<file path="src/rtl/pifo_calendar_param_if.sv">
// pifo_calendar_param_if
//   Bundles the insert/pop request side and the result/status side of the
//   PIFO calendar.
//   s_axis_*  : insert (rank, buffer address) and pop requests, driven by
//               the enqueue agent and the egress scheduler.
//   m_axis_*  : registered pop result, drop report, head rank and occupancy
//               status, driven by the calendar.
//   modport master : the agent/scheduler side.
//   modport slave  : the calendar side.
interface pifo_calendar_param_if #(
  parameter int unsigned RANK_WIDTH                = 16,
  parameter int unsigned BUFFER_ADDR_WIDTH         = 12,
  parameter int unsigned PIFO_CALENDAR_INDEX_WIDTH = 4
);
  logic                                 s_axis_insert_en;
  logic [RANK_WIDTH-1:0]                s_axis_rank;
  logic [BUFFER_ADDR_WIDTH-1:0]         s_axis_buffer_addr;
  logic                                 s_axis_pop_en;
  logic                                 m_axis_pop_valid;
  logic [RANK_WIDTH-1:0]                m_axis_pop_rank;
  logic [BUFFER_ADDR_WIDTH-1:0]         m_axis_buffer_addr;
  logic [RANK_WIDTH-1:0]                m_axis_pifo_calendar_top;
  logic                                 m_axis_top_valid;
  logic                                 m_axis_calendar_full;
  logic                                 m_axis_calendar_empty;
  logic [PIFO_CALENDAR_INDEX_WIDTH-1:0] m_axis_calendar_count;
  logic                                 m_axis_drop_valid;
  logic [BUFFER_ADDR_WIDTH-1:0]         m_axis_drop_addr;

  modport master (
    output s_axis_insert_en, s_axis_rank, s_axis_buffer_addr, s_axis_pop_en,
    input  m_axis_pop_valid, m_axis_pop_rank, m_axis_buffer_addr,
           m_axis_pifo_calendar_top, m_axis_top_valid, m_axis_calendar_full,
           m_axis_calendar_empty, m_axis_calendar_count, m_axis_drop_valid,
           m_axis_drop_addr
  );

  modport slave (
    input  s_axis_insert_en, s_axis_rank, s_axis_buffer_addr, s_axis_pop_en,
    output m_axis_pop_valid, m_axis_pop_rank, m_axis_buffer_addr,
           m_axis_pifo_calendar_top, m_axis_top_valid, m_axis_calendar_full,
           m_axis_calendar_empty, m_axis_calendar_count, m_axis_drop_valid,
           m_axis_drop_addr
  );
endinterface

</file>
<file path="src/rtl/pifo_calendar_param.sv">
// pifo_calendar_param
//   Sorted shift-register PIFO calendar holding up to PIFO_CALENDAR_SIZE
//   (rank, buffer address) entries, smallest rank at entry[0], FIFO order
//   among equal ranks. Supports insert, pop, and insert+pop in one cycle.
//   On insert into a full calendar, FULL_POLICY selects tail-drop (0) or
//   evict-largest when the incoming rank is strictly smaller (1); every
//   discarded buffer address is reported on the drop port.
// Ports:
//   clk  : rising-edge clock
//   rst  : synchronous active-high reset
//   bus  : pifo_calendar_param_if.slave -- requests in, registered results
//          and post-update status out
module pifo_calendar_param #(
  parameter int unsigned PIFO_CALENDAR_SIZE        = 10,
  parameter int unsigned RANK_WIDTH                = 16,
  parameter int unsigned BUFFER_ADDR_WIDTH         = 12,
  parameter int unsigned PIFO_CALENDAR_INDEX_WIDTH = 4,
  parameter int unsigned FULL_POLICY               = 0
) (
  input  logic                  clk,
  input  logic                  rst,
  pifo_calendar_param_if.slave  bus
);
  localparam int unsigned SIZE = PIFO_CALENDAR_SIZE;
  localparam int unsigned IW   = PIFO_CALENDAR_INDEX_WIDTH;

  typedef enum logic [2:0] {
    OP_IDLE,
    OP_POP,
    OP_INSERT,
    OP_INSERT_POP,
    OP_EVICT,
    OP_DROP
  } op_e;

  logic [RANK_WIDTH-1:0]        rank_q [SIZE];
  logic [RANK_WIDTH-1:0]        rank_d [SIZE];
  logic [BUFFER_ADDR_WIDTH-1:0] addr_q [SIZE];
  logic [BUFFER_ADDR_WIDTH-1:0] addr_d [SIZE];
  logic [IW-1:0]                count_q;
  logic [IW-1:0]                count_d;

  op_e         op;
  int unsigned count_i;
  int unsigned search_start;
  int unsigned pos;
  logic        is_empty;
  logic        is_full;
  logic        pop_ok;

  always_comb begin
    count_i  = 32'(count_q);
    is_empty = (count_i == 0);
    is_full  = (count_i == SIZE);
    pop_ok   = bus.s_axis_pop_en && !is_empty;
  end

  // Operation decode. Insert+pop on a non-empty calendar is always
  // accepted, even when full, since the pop frees the slot the insert uses.
  always_comb begin
    op = OP_IDLE;
    if (bus.s_axis_insert_en) begin
      if (pop_ok) begin
        op = OP_INSERT_POP;
      end else if (!is_full) begin
        op = OP_INSERT;
      end else if (FULL_POLICY == 1 && bus.s_axis_rank < rank_q[SIZE-1]) begin
        op = OP_EVICT;
      end else begin
        op = OP_DROP;
      end
    end else if (pop_ok) begin
      op = OP_POP;
    end
  end

  // Insert position in the current array: first valid slot whose rank is
  // strictly greater than the incoming one, else count. When the head is
  // popped in the same cycle the search skips entry[0].
  always_comb begin
    search_start = pop_ok ? 1 : 0;
    pos          = count_i;
    for (int unsigned i = SIZE; i > 0; i--) begin
      if ((i - 1) >= search_start && (i - 1) < count_i &&
          bus.s_axis_rank < rank_q[i-1]) begin
        pos = i - 1;
      end
    end
  end

  // Next-state array. For insert+pop the new entry lands at pos-1 in the
  // shifted-down array: slots below it take entry[j+1], slots above keep
  // entry[j], so both shifts collapse into one per-slot mux.
  always_comb begin
    for (int unsigned j = 0; j < SIZE; j++) begin
      rank_d[j] = rank_q[j];
      addr_d[j] = addr_q[j];
    end
    count_d = count_q;
    case (op)
      OP_POP: begin
        for (int unsigned j = 0; j < SIZE - 1; j++) begin
          rank_d[j] = rank_q[j+1];
          addr_d[j] = addr_q[j+1];
        end
        count_d = count_q - IW'(1);
      end
      OP_INSERT, OP_EVICT: begin
        if (pos == 0) begin
          rank_d[0] = bus.s_axis_rank;
          addr_d[0] = bus.s_axis_buffer_addr;
        end
        for (int unsigned j = 1; j < SIZE; j++) begin
          if (j == pos) begin
            rank_d[j] = bus.s_axis_rank;
            addr_d[j] = bus.s_axis_buffer_addr;
          end else if (j > pos) begin
            rank_d[j] = rank_q[j-1];
            addr_d[j] = addr_q[j-1];
          end
        end
        if (op == OP_INSERT) begin
          count_d = count_q + IW'(1);
        end
      end
      OP_INSERT_POP: begin
        for (int unsigned j = 0; j < SIZE - 1; j++) begin
          if (j + 1 < pos) begin
            rank_d[j] = rank_q[j+1];
            addr_d[j] = addr_q[j+1];
          end else if (j + 1 == pos) begin
            rank_d[j] = bus.s_axis_rank;
            addr_d[j] = bus.s_axis_buffer_addr;
          end
        end
        if (pos == SIZE) begin
          rank_d[SIZE-1] = bus.s_axis_rank;
          addr_d[SIZE-1] = bus.s_axis_buffer_addr;
        end
      end
      default: ;
    endcase
  end

  always_ff @(posedge clk) begin
    if (rst) begin
      for (int unsigned j = 0; j < SIZE; j++) begin
        rank_q[j] <= '0;
        addr_q[j] <= '0;
      end
      count_q                      <= '0;
      bus.m_axis_pop_valid         <= 1'b0;
      bus.m_axis_pop_rank          <= '0;
      bus.m_axis_buffer_addr       <= '0;
      bus.m_axis_pifo_calendar_top <= '0;
      bus.m_axis_top_valid         <= 1'b0;
      bus.m_axis_calendar_full     <= 1'b0;
      bus.m_axis_calendar_empty    <= 1'b1;
      bus.m_axis_calendar_count    <= '0;
      bus.m_axis_drop_valid        <= 1'b0;
      bus.m_axis_drop_addr         <= '0;
    end else begin
      rank_q  <= rank_d;
      addr_q  <= addr_d;
      count_q <= count_d;

      bus.m_axis_pop_valid <= (op == OP_POP) || (op == OP_INSERT_POP);
      if (op == OP_POP || op == OP_INSERT_POP) begin
        bus.m_axis_pop_rank    <= rank_q[0];
        bus.m_axis_buffer_addr <= addr_q[0];
      end

      bus.m_axis_drop_valid <= (op == OP_EVICT) || (op == OP_DROP);
      if (op == OP_EVICT) begin
        bus.m_axis_drop_addr <= addr_q[SIZE-1];
      end else if (op == OP_DROP) begin
        bus.m_axis_drop_addr <= bus.s_axis_buffer_addr;
      end

      bus.m_axis_pifo_calendar_top <= (count_d != '0) ? rank_d[0] : '0;
      bus.m_axis_top_valid         <= (count_d != '0);
      bus.m_axis_calendar_full     <= (count_d == IW'(SIZE));
      bus.m_axis_calendar_empty    <= (count_d == '0);
      bus.m_axis_calendar_count    <= count_d;
    end
  end
endmodule
</file>
<file path="src/flat_wrapper.sv">
// flat-port wrapper written by rule: the top's interface ports become plain ports
module pifo_calendar_param_flat 
#(
  parameter int unsigned PIFO_CALENDAR_SIZE        = 10,
  parameter int unsigned RANK_WIDTH                = 16,
  parameter int unsigned BUFFER_ADDR_WIDTH         = 12,
  parameter int unsigned PIFO_CALENDAR_INDEX_WIDTH = 4,
  parameter int unsigned FULL_POLICY               = 0
)
  (clk, rst, bus_s_axis_insert_en, bus_s_axis_rank, bus_s_axis_buffer_addr, bus_s_axis_pop_en, bus_m_axis_pop_valid, bus_m_axis_pop_rank, bus_m_axis_buffer_addr, bus_m_axis_pifo_calendar_top, bus_m_axis_top_valid, bus_m_axis_calendar_full, bus_m_axis_calendar_empty, bus_m_axis_calendar_count, bus_m_axis_drop_valid, bus_m_axis_drop_addr);
  pifo_calendar_param_if #(.RANK_WIDTH(RANK_WIDTH), .BUFFER_ADDR_WIDTH(BUFFER_ADDR_WIDTH), .PIFO_CALENDAR_INDEX_WIDTH(PIFO_CALENDAR_INDEX_WIDTH)) bus_i ();
  input  logic clk;
  input  logic rst;
  input wire logic [$bits(bus_i.s_axis_insert_en)-1:0] bus_s_axis_insert_en;
  input wire logic [$bits(bus_i.s_axis_rank)-1:0] bus_s_axis_rank;
  input wire logic [$bits(bus_i.s_axis_buffer_addr)-1:0] bus_s_axis_buffer_addr;
  input wire logic [$bits(bus_i.s_axis_pop_en)-1:0] bus_s_axis_pop_en;
  output wire logic [$bits(bus_i.m_axis_pop_valid)-1:0] bus_m_axis_pop_valid;
  output wire logic [$bits(bus_i.m_axis_pop_rank)-1:0] bus_m_axis_pop_rank;
  output wire logic [$bits(bus_i.m_axis_buffer_addr)-1:0] bus_m_axis_buffer_addr;
  output wire logic [$bits(bus_i.m_axis_pifo_calendar_top)-1:0] bus_m_axis_pifo_calendar_top;
  output wire logic [$bits(bus_i.m_axis_top_valid)-1:0] bus_m_axis_top_valid;
  output wire logic [$bits(bus_i.m_axis_calendar_full)-1:0] bus_m_axis_calendar_full;
  output wire logic [$bits(bus_i.m_axis_calendar_empty)-1:0] bus_m_axis_calendar_empty;
  output wire logic [$bits(bus_i.m_axis_calendar_count)-1:0] bus_m_axis_calendar_count;
  output wire logic [$bits(bus_i.m_axis_drop_valid)-1:0] bus_m_axis_drop_valid;
  output wire logic [$bits(bus_i.m_axis_drop_addr)-1:0] bus_m_axis_drop_addr;
  assign bus_i.s_axis_insert_en = bus_s_axis_insert_en;
  assign bus_i.s_axis_rank = bus_s_axis_rank;
  assign bus_i.s_axis_buffer_addr = bus_s_axis_buffer_addr;
  assign bus_i.s_axis_pop_en = bus_s_axis_pop_en;
  assign bus_m_axis_pop_valid = bus_i.m_axis_pop_valid;
  assign bus_m_axis_pop_rank = bus_i.m_axis_pop_rank;
  assign bus_m_axis_buffer_addr = bus_i.m_axis_buffer_addr;
  assign bus_m_axis_pifo_calendar_top = bus_i.m_axis_pifo_calendar_top;
  assign bus_m_axis_top_valid = bus_i.m_axis_top_valid;
  assign bus_m_axis_calendar_full = bus_i.m_axis_calendar_full;
  assign bus_m_axis_calendar_empty = bus_i.m_axis_calendar_empty;
  assign bus_m_axis_calendar_count = bus_i.m_axis_calendar_count;
  assign bus_m_axis_drop_valid = bus_i.m_axis_drop_valid;
  assign bus_m_axis_drop_addr = bus_i.m_axis_drop_addr;
  pifo_calendar_param #(.PIFO_CALENDAR_SIZE(PIFO_CALENDAR_SIZE), .RANK_WIDTH(RANK_WIDTH), .BUFFER_ADDR_WIDTH(BUFFER_ADDR_WIDTH), .PIFO_CALENDAR_INDEX_WIDTH(PIFO_CALENDAR_INDEX_WIDTH), .FULL_POLICY(FULL_POLICY)) u_core (.clk(clk), .rst(rst), .bus(bus_i));
endmodule
</file>
<file path="config.mk">
export PLATFORM = sky130hd
export DESIGN_NAME = pifo_calendar_param_flat
export DESIGN_NICKNAME = d
export VERILOG_FILES = /design/src/rtl/pifo_calendar_param_if.sv /design/src/rtl/pifo_calendar_param.sv /design/src/flat_wrapper.sv
export SDC_FILE = /design/constraint.sdc
export NUM_CORES = 1
export LEC_CHECK = 0
export ABC_AREA = 1
export BUFFER_PORTS_ARGS = -buffer_cell sky130_fd_sc_hd__buf_2
export CORE_MARGIN = 2
export CORE_UTILIZATION = 65
export CTS_BUF_LIST = sky130_fd_sc_hd__clkbuf_8
export DETAILED_ROUTE_END_ITERATION = 8
export PLACE_DENSITY_LB_ADDON = 0.25
export SETUP_SLACK_MARGIN = 0.5
export SYNTH_ARGS = -nofsm -noshare
export SYNTH_HDL_FRONTEND = slang
export SYNTH_SLANG_ARGS = --single-unit
</file>
<file path="constraint.sdc">
create_clock -name clk -period 5.15 [get_ports clk]
set_input_delay 0.7725 -clock clk [delete_from_list [all_inputs] [get_ports clk]]
set_output_delay 0.7725 -clock clk [all_outputs]
set_load 0.01 [all_outputs]
</file>
# ---- Word level (Yosys, flattened, before mapping)
# Index checks and enable logic that the tools add are counted.
# Widths: inputs -> output; s select.
dict set report classes {
  n_eq_ne 37
  bitwise_logic 1
  addsub 2
  magnitude_cmp 48
  n_reduce_logical 43
  mux 99
}
# cell count
set ops {}
lappend ops {{$mux 16} 38}
lappend ops {{$mux 12} 40}
lappend ops {{$pmux 144 s3} 1}
lappend ops {{$pmux 108 s3} 1}
lappend ops {{$lt 16x16->1} 10}
lappend ops {{$ge 3x32->1 const A} 4}
lappend ops {{$ge 1x32->1 const A} 2}
lappend ops {{$ge 2x32->1 const A} 2}
lappend ops {{$ge 4x32->1 const A} 2}
lappend ops {{$ne 3x1->1 const B} 18}
lappend ops {{$mux 4} 11}
lappend ops {{$logic_not 32->1} 1}
lappend ops {{$lt 3x4->1 const A} 8}
lappend ops {{$pmux 16 s2} 1}
lappend ops {{$reduce_and 3->1} 10}
lappend ops {{$pmux 12 s2} 1}
lappend ops {{$logic_and 1x1->1} 21}
lappend ops {{$eq 3x4->1 const A} 4}
lappend ops {{$gt 3x4->1 const A} 4}
lappend ops {{$lt 2x4->1 const A} 4}
lappend ops {{$lt 4x4->1 const A} 4}
lappend ops {{$eq 4x4->1 const B} 3}
lappend ops {{$lt 1x4->1 const A} 3}
lappend ops {{$mux 3} 3}
lappend ops {{22 further kinds} 34}
dict set report word_totals {
  inputBits 32
  word_cells 260
  regBits 345
  output_inout_bits 65
}

# ---- Depth between registers and ports, before layout
dict set report depth {
  ltp_word 21
  depth_mapped 28
  depth_no_buf 27
}

# ---- Worst setup path after synthesis
# No wires, ideal clock.
dict set report synth_path {
  kind {input port to flip-flop}
  start {in bus_s_axis_rank[13]}
  end {reg u_core.rank_q[146] in the netlist's numbering}
  setup_ps 128
  n_path_buf 2
  t_arrival_ps 3112
  required_ps 5022
  path_slack_ps 1911
  path_stages 21
  cell_sequence {ha_1 > nand2_1 > inv_1 > o21ai_0 > nand2_1 > a21oi_1 > nand3_2 > nand2_2 > nor2_4 > nand2_4 > nand2_2 > nor2_2 > buf_4 > nand3_4 > buf_2 > nand2_1 > nand3_1 > nand2_1 > nand3_1 > nand2_1 > nor2_1}
}
dict set report synth_via {
  elab_chain_len 16
  elab_cells_between_ends 37
  classes_between {order compare: 11; eq/ne: 1; mux: 14; reduce/logical: 11}
}
# element line
set synth_rtl {}
lappend synth_rtl {{start: declaration} flat_wrapper.sv:15} ;# input wire logic [$bits(bus_i.s_axis_rank)-1:0] bus_s_axis_rank;
lappend synth_rtl {{$lt 16x16->1} pifo_calendar_param.sv:85} ;# bus.s_axis_rank < rank_q[i-1]) begin
lappend synth_rtl {{$logic_and 1x1->1} pifo_calendar_param.sv:84} ;# if ((i - 1) >= search_start && (i - 1) < count_i &&
lappend synth_rtl {{$mux 4 (9 in a row)} pifo_calendar_param.sv:84}
lappend synth_rtl {{$mux 4 *} pifo_calendar_param.sv:84}
lappend synth_rtl {{parallel branches: the longest is 3 deep, another holds $lt 1x4->1} --}
lappend synth_rtl {{$pmux 144 s3 *} pifo_calendar_param.sv:100} ;# case (op)
lappend synth_rtl {{end signal: assignment} pifo_calendar_param.sv:163} ;# rank_q <= rank_d;
lappend synth_rtl {{end: declaration} pifo_calendar_param.sv:36} ;# logic [RANK_WIDTH-1:0] rank_q [SIZE];
# Mark *: on every way between the ends.
# A chain may end at the register's enable or synchronous reset.

==> impl_metrics.toml <==
[timing]
max_freq_ghz = 0.239
final_hold_viol_count = 0
layout_min_cycle_time_ns = 4.19
slew_headroom_pct = 30.7
skew_ns = 0.0260
setup_viol = 0
tns_ns = 0
finalMaxSlewViolations = 0
whs_ns = 0.464
rsz0062_at_grt = "no"
fin_crit_sh_pct = 81.3
tightest_slew_ns = 1.04

[logic_synthesis]
yosys-mux-area-fraction_pct = 0
synth_fa_ha_area_share_pct = 7.43
ys_top_cells_by_count = "nand2_1 (968), a21oi_1 (630), o21ai_0 (518)"
synth_edf_count = 0
synth_top_family_by_area = "compound AO/OA/AOI/OAI gates"
async_reset_ff_share_pct = 0
synth_top_area_share_pct = 26.6
syn_inst = 4255
synth_xor_area_share_pct = 0.0675
synth.distinct_cells = 43
yosysMostFrequentCell = "nand2_1"
synth_seq_area_share_pct = 26.6
syn_area_mm2 = 0.0259
avgSynthCellArea_um2 = 6.10
yosys_warnings = 0
synth_compound_area_share_pct = 27.3
ys_ff_latch = 345
yosys-top-cells-area = "dfxtp_1 (27%), nand2_1 (14%), a21oi_1 (12%)"
yosysTopAreaCell = "dfxtp_1"
synth-simple-area-share_pct = 26.8
synthesis.nets = 4441
synth_flop_cell = "dfxtp_1"

[setup_path]
cp_max_fo = 24
cp-end-kind = "flop"
cp.arrival_ns = 4.73
start_kind = "flop"
worst_path_max_delay_cell = "dfxtp_1"
slowest_delay_ns = 0.56
worstPathRequired_ns = 5.70
path_class = "reg -> reg"
critPathMostFrequentCell = "nand2_1"
path_cells = "inv_1 > ha_1 > a21oi_1 > nand3_1 > nand2_1 > nand2_1 > nand2_1 > nand2_1 > nand2_1 > nand2_2 > nand2_2 > nand2_4 > nand2_2 > nand2_2 > a21oi_1 > o21ai_1 > buf_4 > nor3_1 > nor2_1"

[die]
chipHeight_um = 204
coreArea_mm2 = 0.0395
fp.dieW_um = 204
fp.dieArea_mm2 = 0.0415
pin_count = 97
rows = 73
initial_core_util_pct = 65.6

[clocking]
post_cts_buffers = 0
cts.sink_count = 345
clk_latency_ns = 0.67
hold_buffers = 0
clock_path_buffers = 3
cts_tree = "yes"
htree_levels = 2
cts.clk_slew.worst_paths_ns = 0.06
cts_resized = 0
cts_buffers = 61
cts_root_buffer = "clkbuf_8"

[finish]
finalNonFillerCells = 4728
areaGrowthSynthToFinish_pct = 6.29
n_antenna_cell = 0
fillerInstances = 3634
drive_above_1_share_pct = 7.40
nets = 4339
multi_input_area_mm2 = 0.0160
register_area_mm2 = 0.00691
final_util_pct = 69.7

[worst_hold_path]
hold_class = "reg -> reg"

[power_and_ir_drop]
p_per_area_mw_per_mm2 = 678
ir_drop_mv = 0.713
cellLeakagePower_nw = 12.5

[job]
drv_cap = 0

[route]
ant_nets = 0
drc = 0
via_per_inst = 5.96
vias = 28200
wl_per_cell_um = 16.4
drt-pass1-iter-count = 8
drt-initial-drc-count = 3382
wl_um = 77400

[global_route]
grt_pass1_vias = 24800
grt_max_degree = 114
track_usage_pct = 36.3
grt_remaining_overflow = 0
grt_pass1_wl_um = 126000
antenna_found_initial = 0

[place]
io_buffers = 96
dp.cells = 4615
place_congestion = 0.916
dp_hpwl_um = 52600

[run_status]
outcome = "finished, final reports clean"
cells by family (layout without fill, tap and decap cells):
family	Yosys count	count (layout)
simple gates	1643	1643
compound gates	1351	1351
buf+inv	760	708
flops	345	345
fa+ha+maj	154	154
xor+xnor	2	2
final timing paths:
| path | startpoint | end | cells past startpoint | slack (ns) |
|---|---|---|---|---|
| worst min-delay path | u_core.addr_q[71] | u_core.addr_q[71] | 2 | 0.46 |
| worst max register to register | u_core.bus.m_axis_calendar_count[1] | u_core.addr_q[110] | 19 | 0.96 |
| worst max-delay path | u_core.bus.m_axis_calendar_count[1] | u_core.addr_q[110] | 19 | 0.96 |
| worst min register to register | u_core.addr_q[71] | u_core.addr_q[71] | 2 | 0.46 |
per-layer routing:
layer  wire, µm  up-vias  global-route usage [%]
met5          0        -                       0
met4       2080        0                    12.6
met3       8350      159                    5.47
met2      32800     1572                    54.9
met1      34200    12400                    52.3
li1           -    14000                       -
flip-flops by register name, summed over array words and instances, names as in the netlist, 4 cells and up:
name	cells
u_core.addr_q	120
u_core.bus.m_axis_buffer_addr	12
u_core.bus.m_axis_calendar_count	4
u_core.bus.m_axis_drop_addr	12
u_core.bus.m_axis_pifo_calendar_top	16
u_core.bus.m_axis_pop_rank	16
u_core.rank_q	160
report_power, final:
group | internal, mW | switching (mW) | leakage [nW]
clock | 1.63 | 1.21 | 0.787
sequential | 3.59 | 0.619 | 2.83
combinational | 3.55 | 8.08 | 8.91
total | 8.78 | 9.91 | 12.5
worst max-delay path, delay by kind of cell (launching register included):
family | cells | cell delay [ns]
and+or+nand+nor | 13 | 2.20
DFF | 1 | 0.56
adders and majority gates | 1 | 0.30
buffers and inverters | 2 | 0.39
AOI/OAI and AO/OA | 3 | 0.60
cell usage in the layout (no fill, tap or decap), drive strengths merged:
cell type	netlist	final
clkbuf	192	73
nor2	290	290
o21a	7	7
inv	439	464
xor2	2	2
nand2	986	986
nand3	272	272
a31oi	50	50
clkinv	2	10
a22oi	16	16
o31ai	1	1
buf	127	154
o211ai	51	51
dfxtp	345	345
nand3b	16	16
a211oi	1	1
o21ai	564	564
nand4	35	35
nor4	4	4
o22ai	30	30
ha	154	154
nor3	40	40
bufinv	0	7
a21oi	631	631
stage by stage:
step | area (µm²) | worst slack, ns | total power, mW
after floorplan | 25900 | 1.91 | 13.1
after global placement | 26200 | 0.645 | 15.3
after detailed placement | 26200 | 0.562 | 15.5
after CTS | 27600 | 1.19 | 18.4
after global routing | 27600 | 0.721 | 20.3
final | 27600 | 0.965 | 18.7
cell type report:
| cell class | count | share of cell area (%) |
|---|---|---|
| Timing Repair Buffer | 154 | 3.51 |
| Tap cell | 525 | 2.38 |
| Clock buffer | 73 | 3.64 |
| Inverter | 441 | 6.05 |
| Sequential cell | 345 | 25.0 |
| Clock inverter | 40 | 1.25 |
| Multi-Input combinational cell | 3150 | 58.1 |
No activity file was read; power rests on OpenSTA's default activity.
